**src/rtl/mem_arbiter_if.sv**
```systemverilog
// rtl/mem_arbiter_if.sv - requester and backing-memory signal bundle for mem_arbiter
interface mem_arbiter_if #(
  parameter int ADDR_W = 32,
  parameter int DATA_W = 32
);
  logic              req0_i;
  logic              we0_i;
  logic [ADDR_W-1:0] addr0_i;
  logic [DATA_W-1:0] wdata0_i;
  logic              req1_i;
  logic              we1_i;
  logic [ADDR_W-1:0] addr1_i;
  logic [DATA_W-1:0] wdata1_i;
  logic              ack0_o;
  logic              ack1_o;
  logic [DATA_W-1:0] rdata_o;
  logic              err_o;
  logic              busy_o;
  logic              mem_enable_o;
  logic              mem_write_o;
  logic [ADDR_W-1:0] mem_addr_o;
  logic [DATA_W-1:0] mem_wdata_o;
  logic              mem_ack_i;
  logic [DATA_W-1:0] mem_rdata_i;

  modport slave (
    input  req0_i, we0_i, addr0_i, wdata0_i,
    input  req1_i, we1_i, addr1_i, wdata1_i,
    output ack0_o, ack1_o, rdata_o, err_o, busy_o,
    output mem_enable_o, mem_write_o, mem_addr_o, mem_wdata_o,
    input  mem_ack_i, mem_rdata_i
  );

  modport master (
    output req0_i, we0_i, addr0_i, wdata0_i,
    output req1_i, we1_i, addr1_i, wdata1_i,
    input  ack0_o, ack1_o, rdata_o, err_o, busy_o,
    input  mem_enable_o, mem_write_o, mem_addr_o, mem_wdata_o,
    output mem_ack_i, mem_rdata_i
  );
endinterface

```
**src/rtl/mem_arbiter.sv**
```systemverilog
// rtl/mem_arbiter.sv - round-robin arbiter sharing one multi-cycle memory port between two requesters
// All outputs are registered; the output process computes their next values.
module mem_arbiter #(
  parameter int ADDR_W  = 32,
  parameter int DATA_W  = 32,
  parameter int TIMEOUT = 16
) (
  input  logic         clk_i,
  input  logic         rst_i,
  mem_arbiter_if.slave bus
);
  localparam int CNT_W = $clog2(TIMEOUT);

  typedef enum logic [1:0] {
    IDLE = 2'd0,
    BUSY = 2'd1,
    DONE = 2'd2
  } state_t;

  state_t            state;
  state_t            state_nxt;
  logic              last_grant;
  logic              last_grant_nxt;
  logic              grant;
  logic              grant_nxt;
  logic [CNT_W-1:0]  cnt;
  logic [CNT_W-1:0]  cnt_nxt;

  logic              ack0_q;
  logic              ack0_nxt;
  logic              ack1_q;
  logic              ack1_nxt;
  logic              err_q;
  logic              err_nxt;
  logic [DATA_W-1:0] rdata_q;
  logic [DATA_W-1:0] rdata_nxt;
  logic              busy_q;
  logic              busy_nxt;
  logic              mem_en_q;
  logic              mem_en_nxt;
  logic              mem_we_q;
  logic              mem_we_nxt;
  logic [ADDR_W-1:0] mem_addr_q;
  logic [ADDR_W-1:0] mem_addr_nxt;
  logic [DATA_W-1:0] mem_wdata_q;
  logic [DATA_W-1:0] mem_wdata_nxt;

  logic              any_req;
  logic              sel;
  logic              timeout_hit;

  assign any_req     = bus.req0_i | bus.req1_i;
  // On a tie the port that was not served last wins; otherwise the sole requester.
  assign sel         = (bus.req0_i & bus.req1_i) ? ~last_grant : bus.req1_i;
  assign timeout_hit = (cnt == CNT_W'(TIMEOUT - 1));

  always_ff @(posedge clk_i or posedge rst_i) begin
    if (rst_i) begin
      state       <= IDLE;
      last_grant  <= 1'b1;
      grant       <= 1'b0;
      cnt         <= '0;
      ack0_q      <= 1'b0;
      ack1_q      <= 1'b0;
      err_q       <= 1'b0;
      rdata_q     <= '0;
      busy_q      <= 1'b0;
      mem_en_q    <= 1'b0;
      mem_we_q    <= 1'b0;
      mem_addr_q  <= '0;
      mem_wdata_q <= '0;
    end else begin
      state       <= state_nxt;
      last_grant  <= last_grant_nxt;
      grant       <= grant_nxt;
      cnt         <= cnt_nxt;
      ack0_q      <= ack0_nxt;
      ack1_q      <= ack1_nxt;
      err_q       <= err_nxt;
      rdata_q     <= rdata_nxt;
      busy_q      <= busy_nxt;
      mem_en_q    <= mem_en_nxt;
      mem_we_q    <= mem_we_nxt;
      mem_addr_q  <= mem_addr_nxt;
      mem_wdata_q <= mem_wdata_nxt;
    end
  end

  always_comb begin
    state_nxt = state;
    case (state)
      IDLE:    if (any_req) state_nxt = BUSY;
      BUSY:    if (bus.mem_ack_i || timeout_hit) state_nxt = DONE;
      DONE:    state_nxt = IDLE;
      default: state_nxt = IDLE;
    endcase
  end

  always_comb begin
    last_grant_nxt = last_grant;
    grant_nxt      = grant;
    cnt_nxt        = cnt;
    ack0_nxt       = 1'b0;
    ack1_nxt       = 1'b0;
    err_nxt        = 1'b0;
    rdata_nxt      = '0;
    mem_en_nxt     = 1'b0;
    mem_we_nxt     = 1'b0;
    mem_addr_nxt   = '0;
    mem_wdata_nxt  = '0;
    busy_nxt       = (state_nxt != IDLE);
    case (state)
      IDLE: begin
        if (any_req) begin
          grant_nxt      = sel;
          last_grant_nxt = sel;
          cnt_nxt        = '0;
          mem_en_nxt     = 1'b1;
          mem_we_nxt     = sel ? bus.we1_i    : bus.we0_i;
          mem_addr_nxt   = sel ? bus.addr1_i  : bus.addr0_i;
          mem_wdata_nxt  = sel ? bus.wdata1_i : bus.wdata0_i;
        end
      end
      BUSY: begin
        // A memory ack in the final wait cycle still counts as a normal completion.
        if (bus.mem_ack_i) begin
          ack0_nxt  = ~grant;
          ack1_nxt  = grant;
          rdata_nxt = mem_we_q ? '0 : bus.mem_rdata_i;
        end else if (timeout_hit) begin
          ack0_nxt = ~grant;
          ack1_nxt = grant;
          err_nxt  = 1'b1;
        end else begin
          cnt_nxt       = cnt + CNT_W'(1);
          mem_en_nxt    = mem_en_q;
          mem_we_nxt    = mem_we_q;
          mem_addr_nxt  = mem_addr_q;
          mem_wdata_nxt = mem_wdata_q;
        end
      end
      default: begin
      end
    endcase
  end

  assign bus.ack0_o       = ack0_q;
  assign bus.ack1_o       = ack1_q;
  assign bus.err_o        = err_q;
  assign bus.rdata_o      = rdata_q;
  assign bus.busy_o       = busy_q;
  assign bus.mem_enable_o = mem_en_q;
  assign bus.mem_write_o  = mem_we_q;
  assign bus.mem_addr_o   = mem_addr_q;
  assign bus.mem_wdata_o  = mem_wdata_q;
endmodule

```
**src/flat_wrapper.sv**
```systemverilog
// flat-port wrapper written by rule: the top's interface ports become plain ports
module mem_arbiter_flat 
#(
  parameter int ADDR_W  = 32,
  parameter int DATA_W  = 32,
  parameter int TIMEOUT = 16
)
  (clk_i, rst_i, bus_req0_i, bus_we0_i, bus_addr0_i, bus_wdata0_i, bus_req1_i, bus_we1_i, bus_addr1_i, bus_wdata1_i, bus_ack0_o, bus_ack1_o, bus_rdata_o, bus_err_o, bus_busy_o, bus_mem_enable_o, bus_mem_write_o, bus_mem_addr_o, bus_mem_wdata_o, bus_mem_ack_i, bus_mem_rdata_i);
  mem_arbiter_if #(.ADDR_W(ADDR_W), .DATA_W(DATA_W)) bus_i ();
  input  logic clk_i;
  input  logic rst_i;
  input wire logic [$bits(bus_i.req0_i)-1:0] bus_req0_i;
  input wire logic [$bits(bus_i.we0_i)-1:0] bus_we0_i;
  input wire logic [$bits(bus_i.addr0_i)-1:0] bus_addr0_i;
  input wire logic [$bits(bus_i.wdata0_i)-1:0] bus_wdata0_i;
  input wire logic [$bits(bus_i.req1_i)-1:0] bus_req1_i;
  input wire logic [$bits(bus_i.we1_i)-1:0] bus_we1_i;
  input wire logic [$bits(bus_i.addr1_i)-1:0] bus_addr1_i;
  input wire logic [$bits(bus_i.wdata1_i)-1:0] bus_wdata1_i;
  output wire logic [$bits(bus_i.ack0_o)-1:0] bus_ack0_o;
  output wire logic [$bits(bus_i.ack1_o)-1:0] bus_ack1_o;
  output wire logic [$bits(bus_i.rdata_o)-1:0] bus_rdata_o;
  output wire logic [$bits(bus_i.err_o)-1:0] bus_err_o;
  output wire logic [$bits(bus_i.busy_o)-1:0] bus_busy_o;
  output wire logic [$bits(bus_i.mem_enable_o)-1:0] bus_mem_enable_o;
  output wire logic [$bits(bus_i.mem_write_o)-1:0] bus_mem_write_o;
  output wire logic [$bits(bus_i.mem_addr_o)-1:0] bus_mem_addr_o;
  output wire logic [$bits(bus_i.mem_wdata_o)-1:0] bus_mem_wdata_o;
  input wire logic [$bits(bus_i.mem_ack_i)-1:0] bus_mem_ack_i;
  input wire logic [$bits(bus_i.mem_rdata_i)-1:0] bus_mem_rdata_i;
  assign bus_i.req0_i = bus_req0_i;
  assign bus_i.we0_i = bus_we0_i;
  assign bus_i.addr0_i = bus_addr0_i;
  assign bus_i.wdata0_i = bus_wdata0_i;
  assign bus_i.req1_i = bus_req1_i;
  assign bus_i.we1_i = bus_we1_i;
  assign bus_i.addr1_i = bus_addr1_i;
  assign bus_i.wdata1_i = bus_wdata1_i;
  assign bus_ack0_o = bus_i.ack0_o;
  assign bus_ack1_o = bus_i.ack1_o;
  assign bus_rdata_o = bus_i.rdata_o;
  assign bus_err_o = bus_i.err_o;
  assign bus_busy_o = bus_i.busy_o;
  assign bus_mem_enable_o = bus_i.mem_enable_o;
  assign bus_mem_write_o = bus_i.mem_write_o;
  assign bus_mem_addr_o = bus_i.mem_addr_o;
  assign bus_mem_wdata_o = bus_i.mem_wdata_o;
  assign bus_i.mem_ack_i = bus_mem_ack_i;
  assign bus_i.mem_rdata_i = bus_mem_rdata_i;
  mem_arbiter #(.ADDR_W(ADDR_W), .DATA_W(DATA_W), .TIMEOUT(TIMEOUT)) u_core (.clk_i(clk_i), .rst_i(rst_i), .bus(bus_i));
endmodule
```
**config.mk**
```make
export PLATFORM = sky130hd
export DESIGN_NAME = mem_arbiter_flat
export DESIGN_NICKNAME = d
export VERILOG_FILES = /design/src/rtl/mem_arbiter_if.sv /design/src/rtl/mem_arbiter.sv /design/src/flat_wrapper.sv
export SDC_FILE = /design/constraint.sdc
export NUM_CORES = 1
export LEC_CHECK = 0
export BUFFER_PORTS_ARGS = -buffer_cell sky130_fd_sc_hd__buf_2
export CAP_MARGIN = 25
export CORE_MARGIN = 5
export CORE_UTILIZATION = 39
export DETAILED_ROUTE_END_ITERATION = 12
export PLACE_DENSITY = 0.78
export SLEW_MARGIN = 20
export SYNTH_ARGS = -nofsm -noshare
export SYNTH_HDL_FRONTEND = slang
export SYNTH_SLANG_ARGS = --single-unit
```
**constraint.sdc**
```tcl
create_clock -name clk_i -period 3.77 [get_ports clk_i]
set_input_delay 0.754 -clock clk_i [delete_from_list [all_inputs] [get_ports clk_i]]
set_output_delay 0.754 -clock clk_i [all_outputs]
set_load 0.03 [all_outputs]
```
==> tab_implementation.tex <==
\begin{tabular}{lr}
\hline
Metric & Value \\
\hline
\multicolumn{2}{l}{\textbf{Routing}} \\
\quad DRT antenna net count & 0 \\
\quad Router iterations before antenna repair & 4 \\
\quad Number of DRC markers after the initial detailed-route iteration & 178 \\
\quad Wire length after detailed routing & 12400 um \\
\quad Count of vias placed by the detailed router & 3681 \\
\quad Drt drc & 0 \\
\quad Vias per inst & 4.934 \\
\quad Wire length per cell & 16.63 um \\
\multicolumn{2}{l}{\textbf{Die}} \\
\quad Die ar. & 13950 sq um \\
\quad Io pins & 269 \\
\quad Starting utilization of the core area & 0.3991 \\
\quad Height of the die & 118.1 um \\
\quad Core Box Area & 11420 sq um \\
\quad Width of the die & 118.1 um \\
\quad Placement Rows & 39 \\
\multicolumn{2}{l}{\textbf{Clocking}} \\
\quad Number of buffers inserted during clock tree synthesis & 9 \\
\quad CTS tree & built \\
\quad Post-CTS setup-driven buffer insertion count & 0 \\
\quad Depth of the CTS H-tree & 3 \\
\quad Clock slew at the register clock pins of the worst setup and hold paths & 70 ps \\
\quad Count of hold buffers inserted by post-cts repair & 0 \\
\quad Post-cts resize count & 0 \\
\quad Clock buffer depth & 2 \\
\quad Clk sink count & 110 \\
\quad Clk Tree Root Cell & clkbuf\_16 \\
\quad Clock latency on the worst-skew pair & 340 ps \\
\multicolumn{2}{l}{\textbf{Power and ir drop}} \\
\quad Worst vdd ir & 0.3482 mV \\
\quad Leakage component of the power & 3.423 nW \\
\quad Power density over cell area & 709.7 nW/um\^{}2 \\
\quad Switching part of the total & 0.4179 \\
\quad Design Power & 4.516 mW \\
\quad Sequential group share of total power & 0.379 \\
\quad Internal Dissipation & 2.629 mW \\
\quad Net switching power & 1.888 mW \\
\quad Clock share of power & 0.205 \\
\quad Combinational cell fraction of total power & 0.416 \\
\multicolumn{2}{l}{\textbf{Layout}} \\
\quad Final core occ & 0.5573 \\
\quad Share of final-layout standard cells stronger than drive strength 1 & 0.4975 \\
\quad Non-Filler Instances & 746 \\
\quad Area added between synthesis and finish & 39.65\% \\
\quad Total inserted antenna cells & 0 \\
\quad \# nets final & 766 \\
\quad Cell area after layout & 6364 sq um \\
\multicolumn{2}{l}{\textbf{Timing}} \\
\quad Setup tns final & 0 ps \\
\quad Setup repair after global routing missed its margin & false \\
\quad Final Slew Violations & 0 \\
\quad Worst-Margin Slew & 843.4 ps \\
\quad Post-layout minimum cycle time & 2088 ps \\
\quad Final Setup Violations & 0 \\
\quad Top achievable clock speed & 478.8 MHz \\
\quad Worst-case headroom to the max-slew limit & 0.4363 \\
\quad Fin Clk Skew & 9.575 ps \\
\quad Final worst-path cycle share & 0.5539 \\
\quad Fin. Hold Viols & 0 \\
\multicolumn{2}{l}{\textbf{Run}} \\
\quad Number of maximum-capacitance constraint violations & 0 \\
\multicolumn{2}{l}{\textbf{Synth}} \\
\quad Share of synthesized area occupied by flip-flops and latches & 0.6043 \\
\quad Net count after synthesis & 503 \\
\quad Synth top area share & 0.5986 \\
\quad Gate Count Post-Synth & 335 \\
\quad Number of storage elements in the synthesis netlist & 110 \\
\quad Leading register cell type out of synthesis & dfrtp\_1 \\
\quad Synth top area cells & dfrtp\_1 (60\%), mux2i\_1 (15\%), o2bb2ai\_1 (12\%), and2\_1 (4.4\%), buf\_6 (1.2\%) \\
\quad Number of flops mapped to enable cells by yosys & 0 \\
\quad Most area-hungry cell type in the Yosys netlist & dfrtp\_1 \\
\quad Per-instance average area after synthesis & 13.60 sq um \\
\quad FFs w/ async S/R, synth & 1.000 \\
\quad YS warnings & 0 \\
\quad Netlist cell types & 31 \\
\quad Cell area after synthesis & 4557 sq um \\
\multicolumn{2}{l}{\textbf{Worst setup path}} \\
\quad Capturing element type of the critical path & register \\
\quad Cell chain of the critical path & ha\_1 > a31o\_2 > nor2\_4 > buf\_12 > o2bb2ai\_1 \\
\quad Maximum fanout along the worst path & 35 \\
\quad WS Path Type & register to register \\
\quad Register-to-Register Path Depth & 5 \\
\quad Worst endpoint data arrival time & 2340 ps \\
\quad Worst EP required & 4020 ps \\
\quad Crit path launch type & register \\
\quad Highest-delay cell along the critical path & nor2\_4 \\
\quad Max stage delay on crit path & 610 ps \\
\multicolumn{2}{l}{\textbf{Global route}} \\
\quad Vias in the first global route & 4086 \\
\quad Antenna violations before repair & 0 \\
\quad Pin count of the biggest net entering global routing & 97 \\
\quad Wire length of the first global-routing pass & 20480 um \\
\quad Overall Global Routing Usage & 0.1773 \\
\quad GRT Residual Overflow & 0 \\
\multicolumn{2}{l}{\textbf{Min path}} \\
\quad Hold Path Class & register to register \\
\quad Hold-critical path depth & 1 \\
\multicolumn{2}{l}{\textbf{Placed design}} \\
\quad Final HPWL from detailed placement & 9467 um \\
\quad Port bufs & 268 \\
\quad Placer's final routability congestion estimate & 0.7952 \\
\quad DP Cell Count & 730 \\
\quad Placement-stage cell area & 6068 sq um \\
\multicolumn{2}{l}{\textbf{Status}} \\
\quad Outcome & complete, no violations \\
\hline
\end{tabular}
layer usage:
metal | part of all wire | vias to the layer above | track usage
met2 | 0.52 | 174 | 0.3077
met1 | 0.36 | 1750 | 0.1970
met3 | 0.12 | 8 | 0.08602
met5 | 0 | - | 0
met4 | 0.0071 | 0 | 0.03656
li1 | - | 1749 | -
power groups by stage:
stage	combinational, mW	sequential (mW)	clock (mW)
CTS	1.91	1.71	0.953
global route	2.02	1.75	1.01
detailed placement	1.91	1.73	0
finish	1.88	1.71	0.925
floorplan	0.628	2.37	0
global placement	1.86	1.72	0
synth_stat cells (2+ instances only):
cell type,number
nand3_1,5
clkbuf_1,8
o21ai_0,2
buf_2,11
buf_6,5
inv_1,3
dfrtp_1,109
and2_1,32
nor2_1,4
mux2i_1,67
nand2_1,3
a31oi_1,2
nor3_1,2
o2bb2ai_1,65
worst max-delay path: cells and delay by family (launching register included):
kind            cells  cell delay (ps)
fa+ha+maj           1              250
compound gates      2              460
buf+inv             1              280
flops               1              400
simple gates        1              610
cell type report:
| type | instances | area, sq um |
|---|---|---|
| clock buffers | 13 | 270.3 |
| repair buffers | 277 | 1450 |
| fillers | 986 | 5055 |
| clock inverters | 3 | 25.02 |
| multi-input cells | 197 | 1669 |
| well taps | 143 | 178.9 |
| inverters | 3 | 16.27 |
| flip-flops and latches | 110 | 2754 |
cell families after synthesis:
logic type,after synthesis,synth area share
buffers and inverters,28,0.03514
AO/OA/AOI/OAI,77,0.1431
AND/OR/NAND/NOR,52,0.06755
adder cells (fa/ha/maj),1,0.002745
multiplexers,67,0.1472
flip-flops,110,0.6043
final timing paths:
path,from,to,slack [ps]
worst min-delay path,u_core.grant,u_core.bus.ack0_o,480
max in group asynchronous,rst_i,u_core.bus.mem_addr_o[16],2510
worst min register to register,u_core.grant,u_core.bus.ack0_o,480
worst max-delay path,u_core.cnt[0],u_core.bus.mem_wdata_o[29],1680
worst max register to register,u_core.cnt[0],u_core.bus.mem_wdata_o[29],1680
min in group asynchronous,rst_i,u_core.bus.rdata_o[2],600
sequential cells by signal, indices dropped and copies added, names as in the netlist:
name and count:
u_core.bus.mem_addr_o 32, u_core.bus.mem_wdata_o 32, u_core.bus.rdata_o 32, u_core.cnt 4, u_core.state 2, u_core.bus.ack0_o 1
u_core.bus.ack1_o 1, u_core.bus.busy_o 1, u_core.bus.err_o 1, u_core.bus.mem_enable_o 1, u_core.bus.mem_write_o 1, u_core.grant 1
u_core.last_grant 1
per-stage QoR:
step,setup WS [ps],hold slack (ps)
2_1_floorplan,115.4,424.5
4_1_cts,1675,473.4
3_5_place_dp,1363,452.8
5_1_grt,1525,500.6
6_report,1682,477.8
3_3_place_gp,1450,454.5
cells in the final DEF, fill, tap and decap left out, drive strengths merged:
| master | instances |
|---|---|
| nand2b | 1 |
| or2 | 1 |
| nor3 | 2 |
| o22ai | 1 |
| dfstp | 1 |
| buf | 277 |
| ha | 1 |
| nor3b | 1 |
| inv | 5 |
| and2 | 32 |
| mux2i | 67 |
| nor2 | 4 |
| dfrtp | 109 |
| and2b | 1 |
| a22o | 1 |
| o31ai | 1 |
| or4 | 1 |
| nand2 | 3 |
| a31o | 1 |
| clkinvlp | 1 |
| nand3 | 5 |
| o2bb2ai | 65 |
| o21ai | 3 |
| a21boi | 2 |
| clkbuf | 13 |
| and3 | 1 |
| a31oi | 2 |
| a21oi | 1 |
Note: power is estimated with default switching activity, not from simulation.
